### config.mk
export PLATFORM = sky130hd
export DESIGN_NAME = out_port_uart_tx_flat
export DESIGN_NICKNAME = d
export VERILOG_FILES = /design/src/rtl/out_tx_pkg.sv /design/src/rtl/out_port_uart_tx_if.sv /design/src/rtl/out_tx_fifo.sv /design/src/rtl/out_port_uart_tx.sv /design/src/flat_wrapper.sv
export SDC_FILE = /design/constraint.sdc
export NUM_CORES = 1
export LEC_CHECK = 0
export BUFFER_PORTS_ARGS = -buffer_cell sky130_fd_sc_hd__buf_2
export CORE_AREA = 4 4 101 103
export DETAILED_ROUTE_END_ITERATION = 7
export DIE_AREA = 0 0 105 107
export GPL_TIMING_DRIVEN = 0
export PLACE_DENSITY = 0.61
export REMOVE_ABC_BUFFERS = 1
export SETUP_SLACK_MARGIN = 0.2
export SLEW_MARGIN = 20
export SYNTH_ARGS = -nofsm -noshare
export SYNTH_HDL_FRONTEND = slang
export SYNTH_SLANG_ARGS = --single-unit
### constraint.sdc
create_clock -name CLK -period 5.8 [get_ports CLK]
set_clock_uncertainty 0.05 [all_clocks]
set_input_delay 1.16 -clock CLK [delete_from_list [all_inputs] [get_ports CLK]]
set_output_delay 1.16 -clock CLK [all_outputs]
set_load 0.03 [all_outputs]
### src/rtl/out_tx_pkg.sv
// Shared types and constants for the output-port UART transmitter.
// The PARITY state is always declared; only builds with OUT_TX_PARITY_EN reach it.
package out_tx_pkg;
    typedef enum logic [2:0] {IDLE, START, DATA, PARITY, STOP} tx_state_t;
    localparam int DATA_BITS = 8;
endpackage

### src/rtl/out_port_uart_tx_if.sv
// CPU-side write port and serial/status outputs of the output-port UART transmitter.
interface out_port_uart_tx_if
    import out_tx_pkg::*;
#(
    parameter int FIFO_DEPTH = 8
);
    logic [DATA_BITS-1:0]         out_data;
    logic                         out_wr;
    logic                         tx;
    logic                         busy;
    logic [$clog2(FIFO_DEPTH):0]  fifo_count;
    logic                         full;
    logic                         overflow;

    modport master (output out_data, out_wr,
                    input  tx, busy, fifo_count, full, overflow);
    modport slave  (input  out_data, out_wr,
                    output tx, busy, fifo_count, full, overflow);
endinterface

### src/rtl/out_tx_fifo.sv
// Synchronous FIFO with show-ahead head data; a push into a full queue is
// accepted when a pop happens on the same edge.
module out_tx_fifo #(
    parameter int DEPTH = 8,
    parameter int WIDTH = 8
) (
    input  logic                    clk_i,
    input  logic                    rst_i,
    input  logic                    push_i,
    input  logic                    pop_i,
    input  logic [WIDTH-1:0]        data_i,
    output logic [WIDTH-1:0]        data_o,
    output logic [$clog2(DEPTH):0]  count_o,
    output logic                    full_o,
    output logic                    empty_o
);
    localparam int PW = $clog2(DEPTH);
    localparam int CW = PW + 1;

    logic [WIDTH-1:0] mem_q [DEPTH];
    logic [PW-1:0]    wr_ptr_q;
    logic [PW-1:0]    rd_ptr_q;
    logic [CW-1:0]    count_q;
    logic             push_ok;
    logic             pop_ok;

    assign full_o  = (count_q == CW'(DEPTH));
    assign empty_o = (count_q == '0);
    assign push_ok = push_i && (!full_o || pop_i);
    assign pop_ok  = pop_i && !empty_o;
    assign data_o  = mem_q[rd_ptr_q];
    assign count_o = count_q;

    always_ff @(posedge clk_i) begin
        if (push_ok) begin
            mem_q[wr_ptr_q] <= data_i;
        end
    end

    // Pointers wrap naturally because DEPTH is a power of two.
    always_ff @(posedge clk_i or posedge rst_i) begin
        if (rst_i) begin
            wr_ptr_q <= '0;
            rd_ptr_q <= '0;
            count_q  <= '0;
        end else begin
            if (push_ok) begin
                wr_ptr_q <= wr_ptr_q + 1'b1;
            end
            if (pop_ok) begin
                rd_ptr_q <= rd_ptr_q + 1'b1;
            end
            case ({push_ok, pop_ok})
                2'b10:   count_q <= count_q + 1'b1;
                2'b01:   count_q <= count_q - 1'b1;
                default: count_q <= count_q;
            endcase
        end
    end
endmodule

### src/rtl/out_port_uart_tx.sv
// Queues CPU output-port bytes and serialises them as 8N1 UART frames, LSB first.
// Define OUT_TX_PARITY_EN to insert an even-parity bit (8E1 frames).
module out_port_uart_tx
    import out_tx_pkg::*;
#(
    parameter int CLKS_PER_BIT = 16,
    parameter int FIFO_DEPTH   = 8
) (
    input  logic              CLK,
    input  logic              reset,
    out_port_uart_tx_if.slave bus
);
    localparam int BW = $clog2(CLKS_PER_BIT);

    tx_state_t               state_q;
    logic [BW-1:0]           baud_q;
    logic [2:0]              bit_idx_q;
    logic [DATA_BITS-1:0]    shift_q;
    logic                    tx_q;
    logic                    overflow_q;

    logic [DATA_BITS-1:0]         fifo_head;
    logic [$clog2(FIFO_DEPTH):0]  fifo_count;
    logic                         fifo_full;
    logic                         fifo_empty;
    logic                         pop;
    logic                         baud_end;

    out_tx_fifo #(
        .DEPTH (FIFO_DEPTH),
        .WIDTH (DATA_BITS)
    ) u_fifo (
        .clk_i   (CLK),
        .rst_i   (reset),
        .push_i  (bus.out_wr),
        .pop_i   (pop),
        .data_i  (bus.out_data),
        .data_o  (fifo_head),
        .count_o (fifo_count),
        .full_o  (fifo_full),
        .empty_o (fifo_empty)
    );

    assign baud_end = (baud_q == BW'(CLKS_PER_BIT - 1));
    // Loading from STOP as well as IDLE is what makes queued frames back-to-back.
    assign pop = !fifo_empty &&
                 ((state_q == IDLE) || ((state_q == STOP) && baud_end));

`ifdef OUT_TX_PARITY_EN
    logic parity_q;

    always_ff @(posedge CLK or posedge reset) begin
        if (reset) begin
            parity_q <= 1'b0;
        end else if (pop) begin
            parity_q <= ^fifo_head;
        end
    end
`endif

    always_ff @(posedge CLK or posedge reset) begin
        if (reset) begin
            state_q    <= IDLE;
            baud_q     <= '0;
            bit_idx_q  <= '0;
            shift_q    <= '0;
            tx_q       <= 1'b1;
            overflow_q <= 1'b0;
        end else begin
            if (bus.out_wr && fifo_full && !pop) begin
                overflow_q <= 1'b1;
            end
            baud_q <= ((state_q == IDLE) || baud_end) ? '0 : baud_q + 1'b1;
            case (state_q)
                IDLE: begin
                    if (pop) begin
                        shift_q <= fifo_head;
                        tx_q    <= 1'b0;
                        state_q <= START;
                    end
                end
                START: begin
                    if (baud_end) begin
                        bit_idx_q <= '0;
                        tx_q      <= shift_q[0];
                        state_q   <= DATA;
                    end
                end
                DATA: begin
                    if (baud_end) begin
                        if (bit_idx_q == 3'(DATA_BITS - 1)) begin
`ifdef OUT_TX_PARITY_EN
                            tx_q    <= parity_q;
                            state_q <= PARITY;
`else
                            tx_q    <= 1'b1;
                            state_q <= STOP;
`endif
                        end else begin
                            shift_q   <= shift_q >> 1;
                            tx_q      <= shift_q[1];
                            bit_idx_q <= bit_idx_q + 3'd1;
                        end
                    end
                end
                PARITY: begin
                    if (baud_end) begin
                        tx_q    <= 1'b1;
                        state_q <= STOP;
                    end
                end
                STOP: begin
                    if (baud_end) begin
                        if (pop) begin
                            shift_q <= fifo_head;
                            tx_q    <= 1'b0;
                            state_q <= START;
                        end else begin
                            state_q <= IDLE;
                        end
                    end
                end
                default: begin
                    tx_q    <= 1'b1;
                    state_q <= IDLE;
                end
            endcase
        end
    end

    assign bus.tx         = tx_q;
    assign bus.busy       = (state_q != IDLE) || (fifo_count != '0);
    assign bus.fifo_count = fifo_count;
    assign bus.full       = fifo_full;
    assign bus.overflow   = overflow_q;
endmodule

### src/flat_wrapper.sv
// flat-port wrapper written by rule: the top's interface ports become plain ports
module out_port_uart_tx_flat import out_tx_pkg::*;
#(
    parameter int CLKS_PER_BIT = 16,
    parameter int FIFO_DEPTH   = 8
)
  (CLK, reset, bus_out_data, bus_out_wr, bus_tx, bus_busy, bus_fifo_count, bus_full, bus_overflow);
  out_port_uart_tx_if #(.FIFO_DEPTH(FIFO_DEPTH)) bus_i ();
  input  logic CLK;
  input  logic reset;
  input wire logic [$bits(bus_i.out_data)-1:0] bus_out_data;
  input wire logic [$bits(bus_i.out_wr)-1:0] bus_out_wr;
  output wire logic [$bits(bus_i.tx)-1:0] bus_tx;
  output wire logic [$bits(bus_i.busy)-1:0] bus_busy;
  output wire logic [$bits(bus_i.fifo_count)-1:0] bus_fifo_count;
  output wire logic [$bits(bus_i.full)-1:0] bus_full;
  output wire logic [$bits(bus_i.overflow)-1:0] bus_overflow;
  assign bus_i.out_data = bus_out_data;
  assign bus_i.out_wr = bus_out_wr;
  assign bus_tx = bus_i.tx;
  assign bus_busy = bus_i.busy;
  assign bus_fifo_count = bus_i.fifo_count;
  assign bus_full = bus_i.full;
  assign bus_overflow = bus_i.overflow;
  out_port_uart_tx #(.CLKS_PER_BIT(CLKS_PER_BIT), .FIFO_DEPTH(FIFO_DEPTH)) u_core (.CLK(CLK), .reset(reset), .bus(bus_i));
endmodule
Word level (Yosys, flattened, before mapping)
Memory sizes are Yosys's and may differ from the RTL's.
Cells that the tools add are included.
{"block": "word_totals", "ff_bits": 30, "latch_bits": 0, "mem_bits_rw": 64, "rom_bits": 0, "out_inout_bits": 8, "memories": 1}
{"block": "op_classes", "n_addsub": 6, "mul": 0, "n_div": 0, "order_cmp": 0, "eq_ne": 16, "shifts": 0, "muxes": 28, "n_bitwise": 0, "n_reduce_logical": 24}
{"memory": "u_core.u_fifo.mem_q", "depth": 8, "word_bits": 8, "read_ports": 1, "rd_ports_with_merged_regs": 0, "wr": 1, "line_no": "out_tx_fifo.sv:20", "source": "logic [WIDTH-1:0] mem_q [DEPTH];"}
{"cell": "two-way mux 8 bit", "n": 4}
{"cell": "two-way mux 3 bit", "n": 9}
{"cell": "one-hot mux 8 bit (3 select lines)", "n": 1}
{"cell": "one-hot mux 3 bit (5 select lines)", "n": 1}
{"cell": "!= test 2 x 1 -> 1 bit, second input constant", "n": 6}
{"cell": "AND reduction 4 bit", "n": 3}
{"cell": "adder 3 x 1 -> 3 bit, second input constant", "n": 3}
{"cell": "two-way mux 1 bit", "n": 9}
{"cell": "adder 4 x 1 -> 4 bit, second input constant", "n": 2}
{"cell": "== test 4 bit, second input constant", "n": 2}
{"cell": "one-hot mux 4 bit (2 select lines)", "n": 1}
{"cell": "== test 3 x 2 -> 1 bit, second input constant", "n": 2}
{"cell": "== test 3 bit, second input constant", "n": 2}
{"cell": "logical AND 1 bit", "n": 6}
{"cell": "one-hot mux 3 bit (2 select lines)", "n": 1}
{"cell": "AND reduction 6 bit", "n": 1}
{"cell": "nonzero test 3 bit", "n": 2}
{"cell": "one-hot mux 1 bit (5 select lines)", "n": 1}
{"cell": "zero test 4 bit", "n": 1}
{"cell": "logical OR 1 bit", "n": 4}
{"cell": "two-way mux 4 bit", "n": 1}
{"cell": "nonzero test 2 bit", "n": 2}
{"cell": "nonzero test 4 bit", "n": 1}
{"cell": "subtractor 4 x 1 -> 4 bit, second input constant", "n": 1}
{"cell": "6 further kinds", "n": 8}

Depth between registers and ports, before layout
Gate-level depths: netlist (run 1).
{"block": "depth", "depth_word": 8, "ltp_mapped": 11}

By module
From an unflattened synthesis (run 1), not the netlist that was laid out.
{"block": "hier_totals", "cells_unflattened": 252, "area_unflattened_um2": 4115.2}
{"module": "out_tx_fifo", "n_inst": 1, "cells_each": 160, "area_per_inst_um2": 3067.9, "seq_area_each_um2": 2172.1}
{"module": "out_port_uart_tx", "n_inst": 1, "cells_each": 92, "area_per_inst_um2": 1047.3, "seq_area_each_um2": 501.7}

Worst setup path before layout (run 1)
No wires, ideal clock.
{"block": "synth_path", "kind": "input -> register", "start": "input port bus_out_wr", "end": "register u_core.u_fifo.count_q[3] (netlist: u_core.u_fifo.count_o[3])", "setup_time_ns": 0.137, "arrival_time_ns": 2.379, "path_slack_ns": 3.234, "stages": 7, "path_cell_list": "o21ai_2 -> ha_1 -> ha_1 -> a21o_1 -> a21oi_1 -> mux2i_1 -> xnor2_1"}
{"block": "synth_between", "elab_chain_len": 3, "word_cells_on_any_way": 5, "classes_between": "eq/ne: 2; mux: 1; reduce/logical: 2"}
{"item": "from (decl)", "line_no": "flat_wrapper.sv:12", "source": "input wire logic [$bits(bus_i.out_wr)-1:0] bus_out_wr;"}
{"item": "logical AND 1 bit *", "line_no": "out_tx_fifo.sv:29", "source": "assign push_ok = push_i && (!full_o || pop_i);"}
{"item": "== test 2 x 1 -> 1 bit / == test 2 bit (equally long branches)", "line_no": "out_tx_fifo.sv:53", "source": "case ({push_ok, pop_ok})"}
{"item": "one-hot mux 4 bit (2 select lines) / nonzero test 2 bit (equally long branches)"}
{"item": "to (signal assigned)", "line_no": "out_tx_fifo.sv:54", "source": "2'b10: count_q <= count_q + 1'b1;"}
{"item": "to (signal assigned)", "line_no": "out_tx_fifo.sv:55", "source": "2'b01: count_q <= count_q - 1'b1;"}
{"item": "to (signal assigned)", "line_no": "out_tx_fifo.sv:56", "source": "default: count_q <= count_q;"}
{"item": "to (decl)", "line_no": "out_tx_fifo.sv:23", "source": "logic [CW-1:0] count_q;"}
Every way passes the cells marked *; elsewhere a longest branch is shown, timed or not.
A chain may end at the register's enable or synchronous reset.

Worst setup path after layout (run 1)
{"block": "layout_path", "start": "register u_core.state_q[0]", "end": "output port bus_busy"}
{"block": "layout_between", "elab_chain_len": 2}
{"item": "from (decl)", "line_no": "out_port_uart_tx.sv:15", "source": "tx_state_t state_q;"}
{"item": "from (signal assigned)", "line_no": "out_port_uart_tx.sv:63", "source": "state_q <= IDLE;"}
{"item": "from (signal assigned)", "line_no": "out_port_uart_tx.sv:79", "source": "state_q <= START;"}
{"item": "from (signal assigned)", "line_no": "out_port_uart_tx.sv:86", "source": "state_q <= DATA;"}
{"item": "nonzero test 3 bit", "line_no": "out_port_uart_tx.sv:132", "source": "assign bus.busy = (state_q != IDLE) || (fifo_count != '0);"}
{"item": "logical OR 1 bit", "line_no": "out_port_uart_tx.sv:132"}
{"item": "to (decl)", "line_no": "flat_wrapper.sv:14", "source": "output wire logic [$bits(bus_i.busy)-1:0] bus_busy;"}
Every way passes these cells.

==> results of run 1 <==
cell usage in the layout (no fill, tap or decap), drive strengths merged, types with 2 or more instances in the layout:
| cell | n |
|---|---|
| and3 | 4 |
| mux2i | 31 |
| nor3b | 4 |
| a22o | 4 |
| a21oi | 10 |
| or2 | 2 |
| clkinvlp | 3 |
| a22oi | 6 |
| nand2b | 2 |
| o21ai | 3 |
| nor2 | 16 |
| edfxtp | 64 |
| nand2 | 17 |
| nor3 | 8 |
| ha | 8 |
| nand3 | 2 |
| nor4 | 2 |
| mux2 | 12 |
| inv | 8 |
| a21o | 3 |
| nor2b | 2 |
| or3 | 2 |
| a32o | 6 |
| buf | 21 |
| dfrtp | 29 |
| xnor2 | 6 |
| o211ai | 2 |
| clkbuf | 9 |
| xor2 | 3 |
per-layer routing:
| layer | global-route usage | up-vias |
|---|---|---|
| met5 | 0 | - |
| met4 | 0.0337 | 0 |
| met2 | 0.244 | 42 |
| li1 | - | 1081 |
| met3 | 0.0355 | 7 |
| met1 | 0.188 | 1141 |
state kept, by name, indices dropped and copies added, names as in the netlist:
signal                  cells
u_core.baud_q               4
u_core.bit_idx_q            3
u_core.bus.overflow         1
u_core.bus.tx               1
u_core.shift_q              8
u_core.state_q              3
u_core.u_fifo.count_o       4
u_core.u_fifo.mem_q        64
u_core.u_fifo.rd_ptr_q      3
u_core.u_fifo.wr_ptr_q      3
power breakdown:
part	switching, mW	total (mW)	internal (mW)	leakage [nW]
sequential	0.0632	0.879	0.816	0.948
combinational	0.167	0.255	0.0879	0.850
clock	0.235	0.435	0.200	0.0898
metrics by stage:
step / total power, mW / utilization / hold slack (ns) / instances / cell area (µm²)
after floorplan: 1.05 / - / 0.380 / 264 / 4040
after global placement: 1.13 / 0.464 / 0.384 / 393 / 4270
after detailed placement: 1.15 / 0.472 / 0.401 / 396 / 4340
after CTS: 1.59 / 0.493 / 0.417 / 412 / 4530
after global routing: 1.65 / 0.493 / 0.435 / 412 / 4530
final: 1.57 / 0.493 / 0.413 / 412 / 4530
synth_stat cells (3+ instances only):
| library cell | instances |
|---|---|
| a32o_1 | 6 |
| buf_2 | 5 |
| inv_1 | 6 |
| dfrtp_1 | 29 |
| nand2_1 | 17 |
| a22oi_1 | 6 |
| and3_1 | 4 |
| clkbuf_1 | 3 |
| a21o_1 | 3 |
| nor3_1 | 6 |
| nor2_1 | 16 |
| mux2_2 | 12 |
| xnor2_1 | 6 |
| xor2_1 | 3 |
| mux2i_1 | 31 |
| ha_1 | 8 |
| edfxtp_1 | 64 |
| a22o_1 | 4 |
| a21oi_1 | 9 |
layout make-up:
type,instances,share of cell area
repair buffers,21,0.0287
clock inverters,7,0.0157
clock buffers,9,0.0273
flip-flops and latches,94,0.590
multi-input cells,164,0.302
well taps,111,0.0306
inverters,6,0.00497
cells by family (layout without fill, tap and decap cells):
kind of cell / count (synthesis) / after routing / share of synthesized area
AND/OR/NAND/NOR: 62 / 62 / 0.0867
XOR/XNOR: 9 / 9 / 0.0192
multiplexers: 44 / 44 / 0.114
AO/OA/AOI/OAI: 40 / 40 / 0.0779
buffers and inverters: 18 / 43 / 0.0234
adder cells (fa/ha/maj): 9 / 9 / 0.0292
flip-flops: 94 / 94 / 0.650
worst max path at each step:
stage,end,slack [ns],depth (start not counted)
floorplan,u_core.u_fifo.count_o[3]$_DFFE_PP0P_,3.23,7
global placement,u_core.u_fifo.mem_q[0][1]$_DFFE_PP_,2.37,3
detailed placement,u_core.u_fifo.count_o[3]$_DFFE_PP0P_,2.93,8
CTS,bus_busy,2.87,4
global route,u_core.u_fifo.count_o[3]$_DFFE_PP0P_,2.68,10
finish,bus_busy,2.89,4
critical path: stages (launching register included):
cell and delay, ns:
dfrtp_1 0.49, or2_2 0.45, nor2_1 0.15, nand2_1 0.06, buf_2 0.19
==> flow_metrics.env, run 1 <==
export IMPL_vias_per_cell=5.51
export IMPL_ys_flop_type="edfxtp_1"
export IMPL_hold_end="u_core.baud_q[0]$_DFF_PP0_"
export IMPL_n_fill_cell=811
export IMPL_gp_congestion=0.742
export IMPL_hold_viol_final=0
export IMPL_syn_avg_cell_area_um2=14.9
export IMPL_min_period_ns=2.91
export IMPL_dr_pass1_iters=7
export IMPL_r2r_end="u_core.u_fifo.count_o[3]$_DFFE_PP0P_"
export IMPL_dr_wl_met3_um=230
export IMPL_hp_start="u_core.baud_q[0]$_DFF_PP0_"
export IMPL_antenna_found_initial=0
export IMPL_areaGrowthSynthToFinish_pct=10.2
export IMPL_r2r_start="u_core.baud_q[0]$_DFF_PP0_"
export IMPL_die_w_um=105
export IMPL_io_pins=19
export IMPL_cts_sinks=94
export IMPL_synth_area_mm2=0.00411
export IMPL_drive_gt1_frac=0.226
export IMPL_start_kind="register"
export IMPL_place_ws_ns=2.93
export IMPL_min_path_cells=1
export IMPL_htree_levels=3
export IMPL_track_usage=0.144
export IMPL_die_area_mm2=0.0112
export IMPL_ys_ff_latch=94
export IMPL_critPathLaunch="u_core.state_q[0]$_DFFE_PP0P_"
export IMPL_post_synth_top_area_cell="edfxtp_1"
export IMPL_finalMaxSlewViolations=0
export IMPL_drt_iter0_markers=95
export IMPL_rsz0062_at_grt="false"
export IMPL_fmax_mhz=343
export IMPL_grt_ovfl_total=0
export IMPL_coreArea_mm2=0.00920
export IMPL_tightest_slew_ns=1.00
export IMPL_clockBufferDepth=2
export IMPL_ir_drop_v=0.000204
export IMPL_p_per_area_mw_per_mm2=346
export IMPL_grt_max_degree=31
export IMPL_cts_root_buffer="clkbuf_8"
export IMPL_ys_seq_area_frac=0.650
export IMPL_clk_latency_ns=0.36
export IMPL_wl_met1_um=3460
export IMPL_place_port_buffers=18
export IMPL_path_clk_slew_ns=0.10
export IMPL_cp_data_arrival_time_ns=1.70
export IMPL_wl_per_cell_um=18.4
export IMPL_worstPathMaxFanout=9
export IMPL_dr_total_vias=2271
export IMPL_cap_violations=0
export IMPL_cp_end_kind="primary output"
export IMPL_cts_buffers=9
export IMPL_p_leak_nw=1.89
export IMPL_grt_pass1_wl_um=12500
export IMPL_synthDistinctLibCells=47
export IMPL_tns_ns=0
export IMPL_cts_tree="done"
export IMPL_synth_area_leaders="edfxtp_1 (47%), dfrtp_1 (18%), mux2i_1 (7.5%)"
export IMPL_post_route_drc_count=0
export IMPL_cts_setup_buffers=0
export IMPL_cp_required_ns=4.59
export IMPL_wl_um=7570
export IMPL_crit_type="register to primary output"
export IMPL_final_setup_viol_count=0
export IMPL_worst_r2r_path_depth=10
export IMPL_nets=316
export IMPL_ant_nets=0
export IMPL_initial_core_util=0.447
export IMPL_synth_edf_count=64
export IMPL_slew_headroom=0.330
export IMPL_dieHeight_um=107
export IMPL_ctsHoldBuffers=0
export IMPL_outcome="finished, final reports clean"
export IMPL_netlist_instances=276
export IMPL_top_layer_used="met4"
export IMPL_synthArstFlopShare=0.319
export IMPL_diodes=0
export IMPL_multi_input_area_mm2=0.00137
export IMPL_fin_crit_sh=0.502
export IMPL_yosys_warnings=0
export IMPL_synth_top_area_share=0.467
export IMPL_grt_pass1_vias=2268
export IMPL_worst_slack_ns=2.89
export IMPL_hold_path_class="register to register"
export IMPL_r2r_slack_ns=2.95
export IMPL_regArea_mm2=0.00268
export IMPL_fp_row_count=35
export IMPL_hpwl_um=4870
export IMPL_cts_resized=0
export IMPL_wl_met2_um=3820
Power figures use the tool's default switching activity.
==> run 2: changes to the inputs <==
ABC_AREA = 1   (was default)
CORE_AREA = 4 4 103 105   (was 4 4 101 103)
DIE_AREA = 0 0 107 109   (was 0 0 105 107)
PLACE_DENSITY = 0.6   (was 0.61)
clock period = 2.75 ns   (was 5.8 ns; I/O delays follow)
==> flow_metrics.env, run 2 <==
export IMPL_p_comb_frac=0.388
export IMPL_synthArstFlopShare=0.319
export IMPL_p_switching_mw=2.12
export IMPL_yosys_warnings=0
export IMPL_syn_avg_cell_area_um2=10.3
export IMPL_slew_headroom=0.382
export IMPL_rsz0062_at_grt="false"
export IMPL_place_area_mm2=0.00445
export IMPL_die_w_um=107
export IMPL_clk_latency_ns=0.36
export IMPL_vias_per_cell=4.96
export IMPL_finalMaxSlewViolations=0
export IMPL_dr_pass1_iters=6
export IMPL_hpwl_um=5160
export IMPL_internal_power_mw=2.95
export IMPL_dr_total_vias=2825
export IMPL_path_clk_slew_ns=0.09
export IMPL_outcome="finished, final reports clean"
export IMPL_p_per_area_mw_per_mm2=1070
export IMPL_grt_pass1_wl_um=13300
export IMPL_place_port_buffers=18
export IMPL_fin_crit_sh=0.881
export IMPL_grt_pass1_vias=2745
export IMPL_wl_um=8390
export IMPL_dieHeight_um=109
export IMPL_drive_gt1_frac=0.185
export IMPL_ys_flop_type="edfxtp_1"
export IMPL_drt_iter0_markers=110
export IMPL_cts_buffers=9
export IMPL_crit_type="register to register"
export IMPL_antenna_found_initial=0
export IMPL_mostFrequentLayoutCells="nand2_1 (123), edfxtp_1 (64), nand3_1 (48)"
export IMPL_cts_sinks=94
export IMPL_cp_required_ns=2.69
export IMPL_die_area_mm2=0.0117
export IMPL_start_kind="register"
export IMPL_post_route_drc_count=0
export IMPL_final_setup_viol_count=0
export IMPL_tns_ns=0
export IMPL_initial_core_util=0.442
export IMPL_clockBufferDepth=2
export IMPL_post_synth_top_count_cell="nand2_1"
export IMPL_ctsHoldBuffers=0
export IMPL_synth_area_leaders="edfxtp_1 (45%), dfrtp_1 (17%), nand2_1 (11%)"
export IMPL_ys_ff_latch=94
export IMPL_nets=452
export IMPL_n_fill_cell=896
export IMPL_fp_row_count=36
export IMPL_synth_top_area_share=0.451
export IMPL_worst_slack_ns=0.327
export IMPL_post_synth_top_area_cell="edfxtp_1"
export IMPL_hold_viol_final=0
export IMPL_place_ws_ns=0.0383
export IMPL_top_regs="u_core.u_fifo.mem_q: 64 flops, u_core.shift_q: 8 flops"
export IMPL_whs_ns=0.213
export IMPL_largest_reg_flops=64
export IMPL_cap_violations=0
export IMPL_wl_per_cell_um=14.7
export IMPL_layout_commonest_cell="nand2_1"
export IMPL_fmax_mhz=413
export IMPL_pwr_share_clk=0.180
export IMPL_cts_root_buffer="clkbuf_8"
export IMPL_gp_congestion=0.757
export IMPL_ir_drop_v=0.000430
export IMPL_htree_levels=3
export IMPL_grt_max_degree=35
export IMPL_track_usage=0.152
export IMPL_place_inst=552
export IMPL_fin_util=0.492
export IMPL_min_period_ns=2.42
export IMPL_p_leak_nw=1.97
export IMPL_cp_data_arrival_time_ns=2.36
export IMPL_ant_nets=0
export IMPL_io_pins=19
export IMPL_diodes=0
export IMPL_ys_seq_area_frac=0.628
export IMPL_hold_path_class="input pin to async pin"
export IMPL_areaGrowthSynthToFinish_pct=11.4
export IMPL_cts_tree="done"
export IMPL_synth_area_mm2=0.00426
export IMPL_synth_edf_count=64
export IMPL_netlist_instances=413
export IMPL_design_area_mm2=0.00474
export IMPL_layout_cells_non_filler=570
export IMPL_tightest_slew_ns=0.924
export IMPL_swShare=0.418
export IMPL_grt_ovfl_total=0
export IMPL_worstPathMaxFanout=8
export IMPL_p_total_mw=5.07
export IMPL_coreArea_mm2=0.00964
export IMPL_cp_end_kind="register"
export IMPL_power_share_sequential=0.432
export IMPL_largest_register="u_core.u_fifo.mem_q"
export IMPL_synth_common_cells="nand2_1 (123), edfxtp_1 (64), nand3_1 (50)"
export IMPL_synthDistinctLibCells=32
## run 2: changes by cell type after synthesis, moves of 6 or more
cell and change:
a22oi_1 -6, a32o_1 -6, inv_1 +19, mux2_2 -12
mux2i_1 -31, nand2_1 +106, nand2_4 +7, nand3_1 +49
nor2_1 +17, nor3_1 -6, o21ai_0 +9, o21ai_1 +9
## run 2: power by group through the flow
stage	combinational [mW]	clock (mW)	sequential [mW]
3_3_place_gp	1.86	0	2.19
6_report	1.97	0.911	2.19
4_1_cts	1.91	0.935	2.17
3_5_place_dp	1.90	0	2.20
5_1_grt	2.24	0.986	2.24
2_1_floorplan	1.37	0	2.18
## run 2: metal layers
layer,GRT usage,part of all wire,vias to the layer above,routed length (µm)
met5,0,0,-,0
met4,0.0621,0.017,0,146
met3,0.0314,0.041,14,346
met2,0.263,0.50,52,4160
met1,0.187,0.45,1350,3740
li1,-,-,1409,-
## run 2: cells by family (layout without fill, tap and decap cells)
group,after synthesis,in the layout,synth area share
flops,94,94,0.628
compound gates,32,32,0.0391
xor+xnor,7,7,0.0144
buf+inv,43,67,0.0438
simple gates,228,228,0.246
fa+ha+maj,9,9,0.0282
## run 2: final cells by class
class | count | area [µm²] | share of cell area
sequential | 94 | 2680 | 0.565
inverter | 31 | 131 | 0.0277
timing repair inverter | 1 | 7.51 | 0.00158
multi-input combinational | 276 | 1460 | 0.309
timing repair buffer | 19 | 97.6 | 0.0206
tap | 133 | 166 | 0.0351
clock inverter | 6 | 67.6 | 0.0143
clock buffer | 10 | 128 | 0.0269
## run 2: path summary, 6_finish.rpt
path                                                from                                   end  slack (ns)  depth (start not counted)
min in group CLK                         bus_out_data[0]   u_core.u_fifo.mem_q[2][0]$_DFFE_PP_        0.40                          1
hold / removal                                     reset  u_core.u_fifo.count_o[3]$_DFFE_PP0P_        0.21                          2
setup reg to reg           u_core.state_q[0]$_DFFE_PP0P_   u_core.u_fifo.mem_q[0][3]$_DFFE_PP_        0.33                          9
hold reg to reg            u_core.shift_q[7]$_DFFE_PP0P_         u_core.shift_q[7]$_DFFE_PP0P_        0.44                          2
max in group asynchronous                          reset         u_core.state_q[1]$_DFFE_PP0P_        1.97                          2
setup / recovery           u_core.state_q[0]$_DFFE_PP0P_   u_core.u_fifo.mem_q[0][3]$_DFFE_PP_        0.33                          9
## run 2: timing repair
action | CTS | global route
endpoints found under the setup margin | 65 | 58
pin swaps | 1 | 0
buffers inserted | 0 | 1
resized for setup | 4 | 17
gates cloned | 0 | 1
## run 2: critical path, cell delays in order (launching register included)
cell and delay [ns]:
dfrtp_2 0.46, nor2_4 0.17, nand2_2 0.10, nand2_4 0.10, nand3_4 0.13, nand2_4 0.10, nand2_4 0.08, inv_6 0.08
nand2_4 0.07, nor2_1 0.71
==> run 3: changes to the inputs <==
clock period = 2.8 ns   (was 2.75 ns; I/O delays follow)
==> flow_metrics.env, run 3 (same netlist as run 2, synthesis figures left out) <==
export IMPL_outcome="finished, final reports clean"
export IMPL_n_fill_cell=898
export IMPL_mostFrequentLayoutCells="nand2_1 (123), edfxtp_1 (64), nand3_1 (48)"
export IMPL_htree_levels=3
export IMPL_path_common_cell="nand2_4"
export IMPL_coreArea_mm2=0.00964
export IMPL_worst_path_stages=9
export IMPL_worst_r2r_path_depth=9
export IMPL_r2r_start="u_core.state_q[1]$_DFFE_PP0P_"
export IMPL_dr_total_vias=2805
export IMPL_io_pins=19
export IMPL_slowest_delay_ns=0.71
export IMPL_min_period_ns=2.43
export IMPL_place_inst=552
export IMPL_dieHeight_um=109
export IMPL_nets=452
export IMPL_cap_violations=0
export IMPL_rsz0062_at_grt="false"
export IMPL_layout_commonest_cell="nand2_1"
export IMPL_r2r_end="u_core.u_fifo.mem_q[2][3]$_DFFE_PP_"
export IMPL_final_setup_viol_count=0
export IMPL_vias_per_cell=4.92
export IMPL_slew_headroom=0.361
export IMPL_grt_pass1_wl_um=13300
export IMPL_ant_nets=0
export IMPL_drt_iter0_markers=94
export IMPL_worstPathCellList="nor2_4, nand2_2, nand2_4, nand3_4, nand2_4, nand2_4, inv_6, nand2_4, nor2_1"
export IMPL_die_w_um=107
export IMPL_hold_viol_final=0
export IMPL_clockBufferDepth=2
export IMPL_grt_max_degree=35
export IMPL_cts_tree="done"
export IMPL_track_usage=0.152
export IMPL_fmax_mhz=411
export IMPL_p_per_area_mw_per_mm2=1050
export IMPL_cp_end_kind="register"
export IMPL_worstPathMaxFanout=8
export IMPL_initial_core_util=0.442
export IMPL_wl_per_cell_um=14.7
export IMPL_cts_root_buffer="clkbuf_8"
export IMPL_clk_latency_ns=0.36
export IMPL_dr_pass1_iters=4
export IMPL_fp_row_count=36
export IMPL_cp_data_arrival_time_ns=2.37
export IMPL_critical_path_top_delay_family="simple AND/OR/NAND/NOR gates"
export IMPL_cts_buffers=9
export IMPL_gp_congestion=0.757
export IMPL_post_route_drc_count=0
export IMPL_antenna_found_initial=0
export IMPL_largest_reg_flops=64
export IMPL_path_buf_inv=1
export IMPL_place_area_mm2=0.00445
export IMPL_layout_cells_non_filler=570
export IMPL_crit_type="register to register"
export IMPL_tns_ns=0
export IMPL_place_port_buffers=18
export IMPL_grt_pass1_vias=2736
export IMPL_cp_required_ns=2.74
export IMPL_fin_util=0.489
export IMPL_ir_drop_v=0.000421
export IMPL_areaGrowthSynthToFinish_pct=10.8
export IMPL_path_clk_slew_ns=0.09
export IMPL_grt_ovfl_total=0
export IMPL_diodes=0
export IMPL_critPathSlowestCell="nor2_1"
export IMPL_p_leak_nw=1.97
export IMPL_finalMaxSlewViolations=0
export IMPL_tightest_slew_ns=0.955
export IMPL_drive_gt1_frac=0.172
export IMPL_hold_path_class="input pin to async pin"
export IMPL_wl_um=8390
export IMPL_start_kind="register"
export IMPL_ctsHoldBuffers=0
export IMPL_r2r_slack_ns=0.37
export IMPL_fin_crit_sh=0.869
export IMPL_largest_register="u_core.u_fifo.mem_q"
export IMPL_top_regs="u_core.u_fifo.mem_q: 64 flops, u_core.shift_q: 8 flops"
export IMPL_p_total_mw=4.98
export IMPL_design_area_mm2=0.00472
export IMPL_die_area_mm2=0.0117
export IMPL_hpwl_um=5160
export IMPL_cts_sinks=94
[run 3: metal layers]
metal  routed length [µm]  vias to the layer above  GRT usage
li1                     -                     1405          -
met1                 3810                     1337      0.187
met2                 4090                       47      0.262
met3                  333                       16     0.0314
met4                  162                        0     0.0621
met5                    0                        -          0
[run 3: worst max-delay path by stage]
| stage | start | endpoint | slack (ns) |
|---|---|---|---|
| global placement | u_core.u_fifo.rd_ptr_q[0]$_DFFE_PP0P_ | u_core.shift_q[7]$_DFFE_PP0P_ | -0.13 |
| global route | u_core.state_q[2]$_DFFE_PP0P_ | u_core.u_fifo.mem_q[1][2]$_DFFE_PP_ | 0.20 |
| floorplan | u_core.u_fifo.count_o[0]$_DFFE_PP0P_ | u_core.u_fifo.count_o[3]$_DFFE_PP0P_ | 0.05 |
| CTS | u_core.baud_q[0]$_DFF_PP0_ | u_core.u_fifo.count_o[3]$_DFFE_PP0P_ | 0.22 |
| detailed placement | u_core.baud_q[0]$_DFF_PP0_ | u_core.u_fifo.count_o[3]$_DFFE_PP0P_ | 0.09 |
| finish | u_core.state_q[1]$_DFFE_PP0P_ | u_core.u_fifo.mem_q[2][3]$_DFFE_PP_ | 0.37 |
[run 3: worst reg2reg max path, cell delays in order (launching register included)]
cell	delay (ns)
dfrtp_1	0.47
nor2_4	0.17
nand2_2	0.10
nand2_4	0.11
nand3_4	0.13
nand2_4	0.10
nand2_4	0.08
inv_6	0.09
nand2_4	0.07
nor2_1	0.72
[run 3: final cells by class]
type / count / area, µm² / share of cell area
clock buffer: 10 / 128 / 0.0270
tap: 133 / 166 / 0.0353
inverter: 31 / 131 / 0.0278
timing repair buffer: 19 / 97.6 / 0.0207
timing repair inverter: 1 / 7.51 / 0.00159
clock inverter: 6 / 67.6 / 0.0143
multi-input combinational: 276 / 1440 / 0.306
sequential: 94 / 2680 / 0.567
[run 3: power breakdown]
group	switching, mW	internal (mW)	total [mW]
Clock	0.482	0.418	0.900
Combinational	1.25	0.664	1.92
Sequential	0.346	1.81	2.16
[run 3: through the flow]
step	hold WS (ns)	worst slack [ns]
5_1_grt	0.289	0.196
2_1_floorplan	0.380	0.0542
6_report	0.225	0.366
3_5_place_dp	0.401	0.0883
3_3_place_gp	0.403	-0.127
4_1_cts	0.236	0.223
[run 3: what timing repair did]
item	in CTS	in global routing
resized for setup	2	12
setup buffers	0	1
pin swaps	0	1
endpoints found under the setup margin	33	50
gates cloned	0	1
